<file path="src/rtl/axi_bridge_pkg.sv">
// Shared types and helpers for the IFU/LSU to AXI4 arbiter bridge.
package axi_bridge_pkg;

    // Bridge FSM states; exactly one AXI transaction is in flight outside S_IDLE.
    typedef enum logic [2:0] {
        S_IDLE    = 3'd0,
        S_RD_ADDR = 3'd1,
        S_RD_DATA = 3'd2,
        S_WR_REQ  = 3'd3,
        S_WR_RESP = 3'd4,
        S_RESP    = 3'd5
    } state_t;

    localparam logic [1:0] AXI_RESP_OKAY = 2'b00;
    localparam logic [1:0] BURST_INCR    = 2'b01;

    // Default data width and its strobe width; the top derives its own from DATA_W.
    localparam int DATA_W_DEFAULT = 32;
    localparam int STRB_W         = DATA_W_DEFAULT / 8;

    // Number of bytes covered by an AXI size encoding.
    function automatic logic [7:0] size_of_bytes(input logic [2:0] size);
        size_of_bytes = 8'd1 << size;
    endfunction

endpackage

</file>
<file path="src/rtl/axi_rdata_align.sv">
// Read-data lane extraction: right-justifies the addressed bytes, zero-fills
// above the access size, and picks the 32-bit instruction lane for fetches.
module axi_rdata_align
    import axi_bridge_pkg::*;
#(
    parameter int DATA_W = 32
) (
    input  logic [DATA_W-1:0]            rdata,
    input  logic [$clog2(DATA_W/8)-1:0]  off,
    input  logic [2:0]                   size,
    output logic [DATA_W-1:0]            lsu_data,
    output logic [31:0]                  ifu_data
);

    logic [DATA_W-1:0] shifted;
    logic [7:0]        nbytes;

    // Shift the addressed byte down to lane 0, then keep only the bytes of the access.
    // Fetch addresses are word aligned, so the same shift leaves the instruction in [31:0].
    always_comb begin
        shifted  = rdata >> {off, 3'b000};
        nbytes   = size_of_bytes(size);
        lsu_data = '0;
        for (int i = 0; i < DATA_W / 8; i++) begin
            if (i < int'(nbytes)) begin
                lsu_data[8*i +: 8] = shifted[8*i +: 8];
            end
        end
        ifu_data = shifted[31:0];
    end

endmodule

</file>
<file path="src/rtl/axi_arbiter_bridge.sv">
// Arbitrates the fetch (IFU) and load/store (LSU) request ports onto one AXI4
// master with a single outstanding transaction. The LSU has fixed priority.
//
// Handshake rule on every AXI channel and on both request ports: a transfer
// happens on a rising clock edge where valid and ready are both high; a valid
// held by this block never drops and its payload never changes until that edge.
// Responses back to the core are one-cycle pulses with no back-pressure.
module axi_arbiter_bridge
    import axi_bridge_pkg::*;
#(
    parameter int         ADDR_W = 32,
    parameter int         DATA_W = 32,
    parameter logic [3:0] IFU_ID = 4'd0,
    parameter logic [3:0] LSU_ID = 4'd1
) (
    input  logic                  clock,
    input  logic                  reset,
    // fetch port
    input  logic                  ifu_req_valid,
    output logic                  ifu_req_ready,
    input  logic [ADDR_W-1:0]     ifu_addr,
    output logic                  ifu_rsp_valid,
    output logic [31:0]           ifu_rsp_data,
    output logic                  ifu_rsp_err,
    // load/store port
    input  logic                  lsu_req_valid,
    output logic                  lsu_req_ready,
    input  logic                  lsu_wen,
    input  logic [ADDR_W-1:0]     lsu_addr,
    input  logic [2:0]            lsu_size,
    input  logic [DATA_W-1:0]     lsu_wdata,
    input  logic [DATA_W/8-1:0]   lsu_wstrb,
    output logic                  lsu_rsp_valid,
    output logic [DATA_W-1:0]     lsu_rsp_rdata,
    output logic                  lsu_rsp_err,
    // AXI4 write address
    output logic                  io_master_awvalid,
    input  logic                  io_master_awready,
    output logic [ADDR_W-1:0]     io_master_awaddr,
    output logic [3:0]            io_master_awid,
    output logic [7:0]            io_master_awlen,
    output logic [2:0]            io_master_awsize,
    output logic [1:0]            io_master_awburst,
    // AXI4 write data
    output logic                  io_master_wvalid,
    input  logic                  io_master_wready,
    output logic [DATA_W-1:0]     io_master_wdata,
    output logic [DATA_W/8-1:0]   io_master_wstrb,
    output logic                  io_master_wlast,
    // AXI4 write response
    input  logic                  io_master_bvalid,
    output logic                  io_master_bready,
    input  logic [3:0]            io_master_bid,
    input  logic [1:0]            io_master_bresp,
    // AXI4 read address
    output logic                  io_master_arvalid,
    input  logic                  io_master_arready,
    output logic [ADDR_W-1:0]     io_master_araddr,
    output logic [3:0]            io_master_arid,
    output logic [7:0]            io_master_arlen,
    output logic [2:0]            io_master_arsize,
    output logic [1:0]            io_master_arburst,
    // AXI4 read data
    input  logic                  io_master_rvalid,
    output logic                  io_master_rready,
    input  logic [3:0]            io_master_rid,
    input  logic [DATA_W-1:0]     io_master_rdata,
    input  logic [1:0]            io_master_rresp,
    input  logic                  io_master_rlast,
    // debug
    output state_t                dbg_state
);

    localparam int OFF_W = $clog2(DATA_W / 8);

    state_t                state_q, state_d;
    logic                  lsu_win_q, lsu_win_d;
    logic [ADDR_W-1:0]     addr_q, addr_d;
    logic [2:0]            size_q, size_d;
    logic [DATA_W-1:0]     wdata_q, wdata_d;
    logic [DATA_W/8-1:0]   wstrb_q, wstrb_d;
    logic                  arvalid_q, arvalid_d;
    logic                  awvalid_q, awvalid_d;
    logic                  wvalid_q, wvalid_d;
    logic [DATA_W-1:0]     rsp_data_q, rsp_data_d;
    logic                  rsp_err_q, rsp_err_d;

    logic                  lsu_take;
    logic                  ifu_take;
    logic                  aw_fin;
    logic                  w_fin;
    logic [3:0]            exp_id;
    logic [DATA_W-1:0]     lsu_aligned;
    logic [31:0]           ifu_word;
    logic                  unused_rlast;

    // rlast is ignored: every burst is a single beat.
    assign unused_rlast = io_master_rlast;

    // Arbitration is only open in idle and never while reset is asserted.
    assign lsu_take = (state_q == S_IDLE) && reset && lsu_req_valid;
    assign ifu_take = (state_q == S_IDLE) && reset && !lsu_req_valid && ifu_req_valid;
    assign lsu_req_ready = lsu_take;
    assign ifu_req_ready = ifu_take;

    assign exp_id = lsu_win_q ? LSU_ID : IFU_ID;
    assign aw_fin = !awvalid_q || io_master_awready;
    assign w_fin  = !wvalid_q  || io_master_wready;

    axi_rdata_align #(
        .DATA_W (DATA_W)
    ) u_align (
        .rdata    (io_master_rdata),
        .off      (addr_q[OFF_W-1:0]),
        .size     (size_q),
        .lsu_data (lsu_aligned),
        .ifu_data (ifu_word)
    );

    // Next-state and next-payload logic for the single-transaction FSM.
    always_comb begin
        state_d    = state_q;
        lsu_win_d  = lsu_win_q;
        addr_d     = addr_q;
        size_d     = size_q;
        wdata_d    = wdata_q;
        wstrb_d    = wstrb_q;
        arvalid_d  = arvalid_q;
        awvalid_d  = awvalid_q;
        wvalid_d   = wvalid_q;
        rsp_data_d = rsp_data_q;
        rsp_err_d  = rsp_err_q;
        case (state_q)
            S_IDLE: begin
                if (lsu_take) begin
                    lsu_win_d = 1'b1;
                    addr_d    = lsu_addr;
                    size_d    = lsu_size;
                    wdata_d   = lsu_wdata;
                    wstrb_d   = lsu_wstrb;
                    if (lsu_wen) begin
                        state_d   = S_WR_REQ;
                        awvalid_d = 1'b1;
                        wvalid_d  = 1'b1;
                    end else begin
                        state_d   = S_RD_ADDR;
                        arvalid_d = 1'b1;
                    end
                end else if (ifu_take) begin
                    lsu_win_d = 1'b0;
                    addr_d    = ifu_addr;
                    size_d    = 3'd2;
                    wdata_d   = '0;
                    wstrb_d   = '0;
                    state_d   = S_RD_ADDR;
                    arvalid_d = 1'b1;
                end
            end
            S_RD_ADDR: begin
                if (io_master_arready) begin
                    arvalid_d = 1'b0;
                    state_d   = S_RD_DATA;
                end
            end
            S_RD_DATA: begin
                if (io_master_rvalid) begin
                    if (lsu_win_q) begin
                        rsp_data_d = lsu_aligned;
                    end else begin
                        rsp_data_d       = '0;
                        rsp_data_d[31:0] = ifu_word;
                    end
                    rsp_err_d = (io_master_rresp != AXI_RESP_OKAY) || (io_master_rid != exp_id);
                    state_d   = S_RESP;
                end
            end
            S_WR_REQ: begin
                if (io_master_awready) awvalid_d = 1'b0;
                if (io_master_wready)  wvalid_d  = 1'b0;
                if (aw_fin && w_fin)   state_d   = S_WR_RESP;
            end
            S_WR_RESP: begin
                if (io_master_bvalid) begin
                    rsp_data_d = '0;
                    rsp_err_d  = (io_master_bresp != AXI_RESP_OKAY) || (io_master_bid != exp_id);
                    state_d    = S_RESP;
                end
            end
            S_RESP: begin
                state_d = S_IDLE;
            end
            default: begin
                state_d = S_IDLE;
            end
        endcase
    end

    // State and payload registers; reset abandons any transaction in flight.
    always_ff @(posedge clock or negedge reset) begin
        if (!reset) begin
            state_q    <= S_IDLE;
            lsu_win_q  <= 1'b0;
            addr_q     <= '0;
            size_q     <= '0;
            wdata_q    <= '0;
            wstrb_q    <= '0;
            arvalid_q  <= 1'b0;
            awvalid_q  <= 1'b0;
            wvalid_q   <= 1'b0;
            rsp_data_q <= '0;
            rsp_err_q  <= 1'b0;
        end else begin
            state_q    <= state_d;
            lsu_win_q  <= lsu_win_d;
            addr_q     <= addr_d;
            size_q     <= size_d;
            wdata_q    <= wdata_d;
            wstrb_q    <= wstrb_d;
            arvalid_q  <= arvalid_d;
            awvalid_q  <= awvalid_d;
            wvalid_q   <= wvalid_d;
            rsp_data_q <= rsp_data_d;
            rsp_err_q  <= rsp_err_d;
        end
    end

    assign io_master_arvalid = arvalid_q;
    assign io_master_araddr  = addr_q;
    assign io_master_arid    = exp_id;
    assign io_master_arlen   = 8'd0;
    assign io_master_arsize  = size_q;
    assign io_master_arburst = BURST_INCR;
    assign io_master_rready  = (state_q == S_RD_DATA);

    assign io_master_awvalid = awvalid_q;
    assign io_master_awaddr  = addr_q;
    assign io_master_awid    = exp_id;
    assign io_master_awlen   = 8'd0;
    assign io_master_awsize  = size_q;
    assign io_master_awburst = BURST_INCR;
    assign io_master_wvalid  = wvalid_q;
    assign io_master_wdata   = wdata_q;
    assign io_master_wstrb   = wstrb_q;
    assign io_master_wlast   = wvalid_q;
    assign io_master_bready  = (state_q == S_WR_RESP);

    assign ifu_rsp_valid = (state_q == S_RESP) && !lsu_win_q;
    assign lsu_rsp_valid = (state_q == S_RESP) && lsu_win_q;
    assign ifu_rsp_data  = rsp_data_q[31:0];
    assign lsu_rsp_rdata = rsp_data_q;
    assign ifu_rsp_err   = rsp_err_q;
    assign lsu_rsp_err   = rsp_err_q;

    assign dbg_state = state_q;

endmodule

</file>
<file path="config.mk">
export PLATFORM = sky130hd
export DESIGN_NAME = axi_arbiter_bridge
export DESIGN_NICKNAME = d
export VERILOG_FILES = /design/src/rtl/axi_bridge_pkg.sv /design/src/rtl/axi_rdata_align.sv /design/src/rtl/axi_arbiter_bridge.sv
export SDC_FILE = /design/constraint.sdc
export NUM_CORES = 1
export LEC_CHECK = 0
export ABC_AREA = 1
export ABC_CLOCK_PERIOD_IN_PS = 1700
export BUFFER_PORTS_ARGS = -buffer_cell sky130_fd_sc_hd__buf_2
export CAP_MARGIN = 0
export CORE_AREA = 2 2 143 145
export DETAILED_ROUTE_END_ITERATION = 6
export DIE_AREA = 0 0 145 147
export HOLD_SLACK_MARGIN = 0.1
export PLACE_DENSITY = 0.65
export SKIP_LAST_GASP = 1
export SLEW_MARGIN = 20
export SYNTH_ARGS = -nofsm -noshare
export SYNTH_HDL_FRONTEND = slang
export SYNTH_SLANG_ARGS = --single-unit
</file>
<file path="constraint.sdc">
create_clock -name clock -period 1.7 [get_ports clock]
set_input_delay 0.085 -clock clock [delete_from_list [all_inputs] [get_ports clock]]
set_output_delay 0.085 -clock clock [all_outputs]
set_load 0.005 [all_outputs]
</file>
==> metrics.yaml, run 1 <==
outcome:
  outcome: "complete, no violations"
synth:
  yosys.area.top_type: "dfrtp_1"
  synth_area_leaders: "dfrtp_1, buf_4, nand2_1"
  synth-seq-cells: 111
  netlist_area_sq_um: 5880
  ys_seq_area_share_pct: 47.2
  yosysTopAreaCellShare_pct: 47.2
  synth_warnings: 0
  synth_cells: 707
  avgSynthCellArea_sq_um: 8.32
  synth.distinct_cells: 26
placement:
  gp_congestion: 0.853
  io_buffers: 343
  placed_area_sq_um: 7400
  dp_hpwl_um: 15200
  place_ws_ps: -23.4
grt:
  grt_pass1_wl_um: 33200
  grt_use_total_pct: 19.8
  grt_pass1_vias: 6120
  grt_max_degree: 97
  overflow: 0
  grt_antenna_before_repair: 0
routing:
  drc: 0
  vias: 6260
  postRouteAntennaNets: 0
  wl_per_cell_um: 16.1
  drt-total-wl_um: 22300
  drt_iter0_drc: 235
  viasPerCell: 4.54
  first_pass_iters: 5
sta:
  clock_skew_ps: 11.3
  setup_violations: 0
  fin_tns_setup_ps: 0
  maxSlewHeadroom_pct: 64.9
  max_freq_ghz: 0.602
  finalWorstSetupSlack_ps: 39.5
  post-route-period-util_pct: 97.7
  timing.final.crit_period_ps: 1660
  worstMarginPinSlew_ps: 527
  hold_violations: 0
  finalMaxSlewViolations: 0
  fin_hold_ws_ps: 122
  rsz0062_at_grt: "true"
clocking:
  cts_num_sinks: 111
  cts_max_level: 3
  cts_buffers: 9
  tritoncts: "done"
  cts.clk_slew.worst_paths_ps: 90
  cts-root-buf: "clkbuf_16"
  clockBufferDepth: 2
  clk_latency_ps: 360
floorplanning:
  initial_core_util_pct: 29.6
  io_pins: 371
  die_y_um: 147
  die-width_um: 145
  core_region_area_sq_um: 19800
  rows: 52
  die_area_sq_um: 21300
run:
  maxCapViolCount: 0
layout:
  nFillCells: 1886
  stdcell_area_sq_um: 9070
  antenna_cells: 0
  drive_gt1_share_pct: 37.2
  area_delta_synth_final_pct: 54.2
  finalNetCount: 1262
  seqCellArea_sq_um: 2780
  multi_input_area_sq_um: 2150
power:
  power_density_nw_per_um2: 1570
  total_power_uw: 14200
  p_leak_uw: 0.00490
  ir_drop_mv: 0.688
critical_path:
  cp_data_arrival_time_ps: 1920
  path_max_fanout: 38
  path_class: "flop to flop"
  crit_path_end_kind: "flop"
  critPathLaunchType: "flop"
  worstPathRequired_ps: 1960
hold_path:
  hold_class: "input port to flop"
critical path, cell delays in order, from the launching register on:
cell	delay, ps
dfrtp_1	410
nor2_4	150
buf_4	130
nand4_1	210
nand2_4	180
inv_1	80
buf_12	170
a22o_1	210
synth_stat cells:
library cell and n:
inv_2 5, nand2_1 197, o21ai_0 35, inv_1 26, dfrtp_1 111, buf_6 2
o21ai_1 1, a21oi_1 7, a31oi_1 32, conb_1 2, nand3_1 30, a22oi_1 1
nand3_4 1, nand2_2 1, a22o_1 37, buf_4 104, nand4_1 6, nor2_2 1
and3_1 1, nor3_1 5, nand3b_1 6, nor2_1 62, clkbuf_1 8, buf_2 23
or2_1 2, or2_2 1
worst paths after layout:
path                                                     from                               end  slack [ps]  cells after the start
worst max register to register       dbg_state[0]$_DFFE_PN0P_    io_master_wdata[7]$_DFFE_PN0P_          40                      7
worst min-delay path                       io_master_rdata[2]       ifu_rsp_data[2]$_DFFE_PN0P_         120                      5
max in group asynchronous                               reset  io_master_araddr[22]$_DFFE_PN0P_         860                      3
min in group asynchronous                               reset          dbg_state[1]$_DFFE_PN0P_         340                      3
worst max-delay path                 dbg_state[0]$_DFFE_PN0P_    io_master_wdata[7]$_DFFE_PN0P_          40                      7
worst min register to register  io_master_arvalid$_DFFE_PN0P_     io_master_arvalid$_DFFE_PN0P_         500                      2
report_power, final:
part | leakage, uW | switching (uW) | internal, uW
Clock | 0.000153 | 1190 | 1080
Sequential | 0.00137 | 972 | 3850
Combinational | 0.00338 | 3690 | 3420
final cells by class:
class	instances	share of cell area [%]
Timing Repair Buffer	499	37.0
Sequential cell	111	30.6
Multi-Input combinational cell	452	23.8
Tap cell	270	3.73
Clock buffer	9	2.48
Inverter	31	1.44
Clock inverter	7	0.925
per-stage QoR:
step / instances / utilization, %
6_report: 1379 / 45.7
5_1_grt: 1379 / 45.7
3_5_place_dp: 1234 / 37.3
2_1_floorplan: 731 / -
3_3_place_gp: 1234 / 37.3
4_1_cts: 1373 / 45.2
cell usage in the layout, fill, tap and decap left out, types with 6 or more instances in the layout:
master,n
a21oi_1,7
a22o_1,37
a31oi_1,32
buf_12,8
buf_2,341
buf_4,26
clkbuf_16,11
conb_1,26
dfrtp_1,111
dlygate4sd3_1,119
inv_1,24
nand2_1,195
nand3_1,29
nand3b_1,6
nand4_1,6
nor2_1,61
o21ai_0,35
logic make-up after synthesis:
logic type	share of synthesized area, %
compound gates	12.7
simple gates	21.8
other cells	0.128
flops	47.2
buf+inv	18.1
sequential cells by signal (all words and copies together) (netlist names):
name	flops
dbg_state	3
ifu_rsp_data	32
ifu_rsp_err	1
io_master_araddr	32
io_master_arsize	3
io_master_arvalid	1
io_master_awvalid	1
io_master_wdata	32
io_master_wlast	1
io_master_wstrb	4
lsu_win_q	1
routing by layer:
metal	global-route usage, %	wire length (um)	vias up
met2	36.2	11600	303
met1	23.4	8750	2947
met5	0	0	-
li1	-	-	2982
met4	5.74	414	0
met3	4.19	1470	28
repair_timing:
action,4_1_cts,5_1_grt
buffers inserted,3,4
pin swaps,2,1
gates resized for setup,3,11
hold buffers,119,0
gates cloned,1,3
hold endpoints to repair,189,0
setup endpoints to repair,39,74
(Power assumes the default switching activity.)
==> run 2: changes to the inputs <==
--- a/config.mk
+++ b/config.mk
@@ -9,13 +9,14 @@
 export ABC_CLOCK_PERIOD_IN_PS = 1700
 export BUFFER_PORTS_ARGS = -buffer_cell sky130_fd_sc_hd__buf_2
 export CAP_MARGIN = 0
-export CORE_AREA = 2 2 143 145
+export CORE_MARGIN = 2
+export CORE_UTILIZATION = 35
 export DETAILED_ROUTE_END_ITERATION = 6
-export DIE_AREA = 0 0 145 147
 export HOLD_SLACK_MARGIN = 0.1
-export PLACE_DENSITY = 0.65
+export PLACE_DENSITY = 0.71
 export SKIP_LAST_GASP = 1
 export SLEW_MARGIN = 20
 export SYNTH_ARGS = -nofsm -noshare
 export SYNTH_HDL_FRONTEND = slang
+export SYNTH_HIERARCHICAL = 1
 export SYNTH_SLANG_ARGS = --single-unit
==> run 2 against run 1 <==
Effect of this change: sequential share of layout area shrank 2.3 points; worst hold slack improved by 6.8 ps; total power increased by 7.2%; critical endpoint is now ifu_rsp_data[3]$_DFFE_PN0P_; combinational power up 16%; maximum frequency rose by 0.26%; critical path depth did not move.
==> metrics.yaml, run 2 <==
routing:
  vias: 7296  # was 6260
  postRouteAntennaNets: 0  # unchanged
  wl_per_cell_um: 15.2  # was 16.1 um
  drc: 0  # unchanged
  drt-total-wl_um: 23700  # was 22300 um
  first_pass_iters: 5  # unchanged
  drt_iter0_drc: 382  # was 235
  viasPerCell: 4.67  # was 4.54
sta:
  fin_hold_ws_ps: 129  # was 122 ps
  worstMarginPinSlew_ps: 771  # was 527 ps
  max_freq_ghz: 0.604  # was 0.602 GHz
  rsz0062_at_grt: "true"  # unchanged
  finalMaxSlewViolations: 0  # unchanged
  maxSlewHeadroom_pct: 48.6  # was 64.9%
  hold_violations: 0  # unchanged
  timing.final.crit_period_ps: 1660  # about the same
  post-route-period-util_pct: 97.4  # was 97.7%
  setup_violations: 0  # unchanged
  clock_skew_ps: 6.84  # was 11.3 ps
critical_path:
  cpPeakStageDelay_ps: 430  # was 410 ps
  crit_path_start: "io_master_araddr[0]$_DFFE_PN0P_"  # was dbg_state[0]$_DFFE_PN0P_
  cp_data_arrival_time_ps: 1900  # was 1920 ps
  worstPathRequired_ps: 1940  # was 1960 ps
  path_max_fanout: 12  # was 38
  crit_end: "ifu_rsp_data[3]$_DFFE_PN0P_"  # was io_master_wdata[7]$_DFFE_PN0P_
  cpMaxStageDelayCell: "dfrtp_2"  # was dfrtp_1
  r2r_slack_ps: 40  # about the same
  critPathLaunchType: "flop"  # unchanged
  rr_endpoint: "ifu_rsp_data[3]$_DFFE_PN0P_"  # was io_master_wdata[7]$_DFFE_PN0P_
  r2r_cells: 7  # unchanged
  crit_path_end_kind: "flop"  # unchanged
  timing.rr.start: "io_master_araddr[0]$_DFFE_PN0P_"  # was dbg_state[0]$_DFFE_PN0P_
  path_cells: "buf_12 > buf_4 > o211ai_1 > o21ai_0 > or2_2 > o211ai_1 > o21ai_0"  # was nor2_4 > buf_4 > nand4_1 > nand2_4 > inv_1 > buf_12 > a22o_1
  path_class: "flop to flop"  # unchanged
floorplanning:
  die-width_um: 144  # was 145 um
  core_region_area_sq_um: 19300  # was 19800 sq um
  die_y_um: 144  # was 147 um
  io_pins: 371  # unchanged
  die_area_sq_um: 20700  # was 21300 sq um
  rows: 51  # was 52
  initial_core_util_pct: 35.4  # was 29.6%
layout:
  finish.utilization_pct: 50.7  # was 45.7%
  area_delta_synth_final_pct: 43.2  # was 54.2%
  final_common_cell: "buf_2"  # unchanged
  finalNetCount: 1447  # was 1262
  stdcell_count: 1561  # was 1379
  final_cell_mix: "buf_2, nand2_1, dfrtp_1, dlygate4sd3_1, o21ai_0"  # was buf_2, nand2_1, dlygate4sd3_1, dfrtp_1, nor2_1
  drive_gt1_share_pct: 35.5  # was 37.2%
  multi_input_area_sq_um: 2830  # was 2150 sq um
  seqCellArea_sq_um: 2780  # about the same
  nFillCells: 1799  # was 1886
  stdcell_area_sq_um: 9810  # was 9070 sq um
synth:
  synth.distinct_cells: 32  # was 26
  synth_edf_count: 0  # unchanged
  synth_cells: 908  # was 707
  synth-seq-cells: 111  # unchanged
  netlist_area_sq_um: 6850  # was 5880 sq um
  synth_area_leaders: "dfrtp_1, nand2_1, buf_4"  # was dfrtp_1, buf_4, nand2_1
  yosys-top-cells-count: "nand2_1, dfrtp_1, buf_4"  # unchanged
  yosysTopAreaCellShare_pct: 40.5  # was 47.2%
  yosys.area.top_type: "dfrtp_1"  # unchanged
  ys_seq_area_share_pct: 40.5  # was 47.2%
  synth_warnings: 6  # was 0
  synth_flop_cell: "dfrtp_1"  # unchanged
  avgSynthCellArea_sq_um: 7.55  # was 8.32 sq um
  async_flop_share_pct: 100  # unchanged
  synth_most_common_cell: "nand2_1"  # unchanged
grt:
  overflow: 0  # unchanged
  grt_pass1_vias: 6889  # was 6120
  grt_antenna_before_repair: 2  # was 0
  grt_pass1_wl_um: 35200  # was 33200 um
  grt_use_total_pct: 21.9  # was 19.8%
  grt_max_degree: 57  # was 97
clocking:
  clk_latency_ps: 360  # about the same
  cts-root-buf: "clkbuf_16"  # unchanged
  tritoncts: "done"  # unchanged
  cts_num_sinks: 111  # unchanged
  cts.clk_slew.worst_paths_ps: 80  # was 90 ps
  clockBufferDepth: 2  # unchanged
  cts_buffers: 9  # unchanged
  cts_max_level: 3  # unchanged
placement:
  gp_congestion: 0.851  # was 0.853
  placed_area_sq_um: 8290  # was 7400 sq um
  dp_hpwl_um: 15600  # was 15200 um
  io_buffers: 343  # unchanged
  dp.cells: 1424  # was 1234
run:
  maxCapViolCount: 0  # unchanged
hold_path:
  hold_class: "input port to flop"  # unchanged
  holdCritStartpoint: "io_master_rid[0]"  # was io_master_rdata[2]
power:
  power_density_nw_per_um2: 1550  # was 1570 nW/um^2
  ir_drop_mv: 0.781  # was 0.688 mV
  p_leak_uw: 0.00549  # was 0.00490 uW
outcome:
  outcome: "complete, no violations"  # unchanged
run 2: changes by cell type in the layout (fill, tap and decap cells not counted), sizes merged, moves of 34 or more:
| cell | delta |
|---|---|
| inv | +39 |
| or2 | +34 |
| nand2 | +87 |
| a22o | -37 |
| o211ai | +44 |
| o21ai | +80 |
run 2: cell families (layout without fill, tap and decap cells):
group                  after synthesis  count (layout)  synth area share (%)
other                                2              28                 0.110
buffers and inverters              222             584                  19.8
AND/OR/NAND/NOR                    405             405                  25.3
AO/OA/AOI/OAI                      168             168                  14.3
flip-flops                         111             111                  40.5
run 2: worst max-delay path, delay by kind of cell (launching register included):
family / cells / cell delay [ps]
buffers and inverters: 2 / 310
and+or+nand+nor: 1 / 290
DFF: 1 / 430
AOI/OAI and AO/OA: 4 / 500
run 2: cell type report:
class	instances	area share (%)
multi-input cells	599	28.8
inverters	71	2.79
flip-flops and latches	111	28.3
clock buffers	9	2.30
well taps	265	3.38
diodes	2	0.0510
clock inverters	7	0.803
repair buffers	497	33.5
run 2: through the flow:
stage          setup WS (ps)  TNS (ps)  total power, uW
2_1_floorplan            150         0            10200
3_3_place_gp            48.2         0            12400
3_5_place_dp           -4.20     -4.20            12600
4_1_cts                 22.1         0            15100
5_1_grt                -56.6      -218            16500
6_report                43.8         0            15200
run 2: worst min path at each step:
stage	slack (ps)	depth (start not counted)	endpoint
floorplan	-210	0	dbg_state[0]$_DFFE_PN0P_
global placement	270	2	io_master_wlast$_DFFE_PN0P_
detailed placement	270	2	io_master_wlast$_DFFE_PN0P_
CTS	110	5	ifu_rsp_err$_DFFE_PN0P_
global route	140	5	ifu_rsp_err$_DFFE_PN0P_
finish	130	5	ifu_rsp_err$_DFFE_PN0P_
run 2: report_power, final:
group / internal (uW) / leakage (uW) / switching (uW)
clock network: 1060 / 0.000151 / 1140
logic: 3870 / 0.00395 / 4390
registers: 3820 / 0.00139 / 939
run 2: timing repair:
action | in CTS | in global routing
setup buffers | 2 | 7
gates cloned | 0 | 1
endpoints found under the setup margin | 3 | 14
gates resized for setup | 3 | 9
pin swaps | 0 | 5
hold endpoints to repair | 185 | 0
hold buffers | 109 | 0
run 2: metal layers:
metal / vias to the layer above / wire length (um) / global-route usage (%)
li1: 3540 / - / -
met1: 3336 / 8940 / 25.1
met2: 365 / 11900 / 38.6
met3: 55 / 1920 / 4.60
met4: 0 / 936 / 10.8
met5: - / 0 / 0
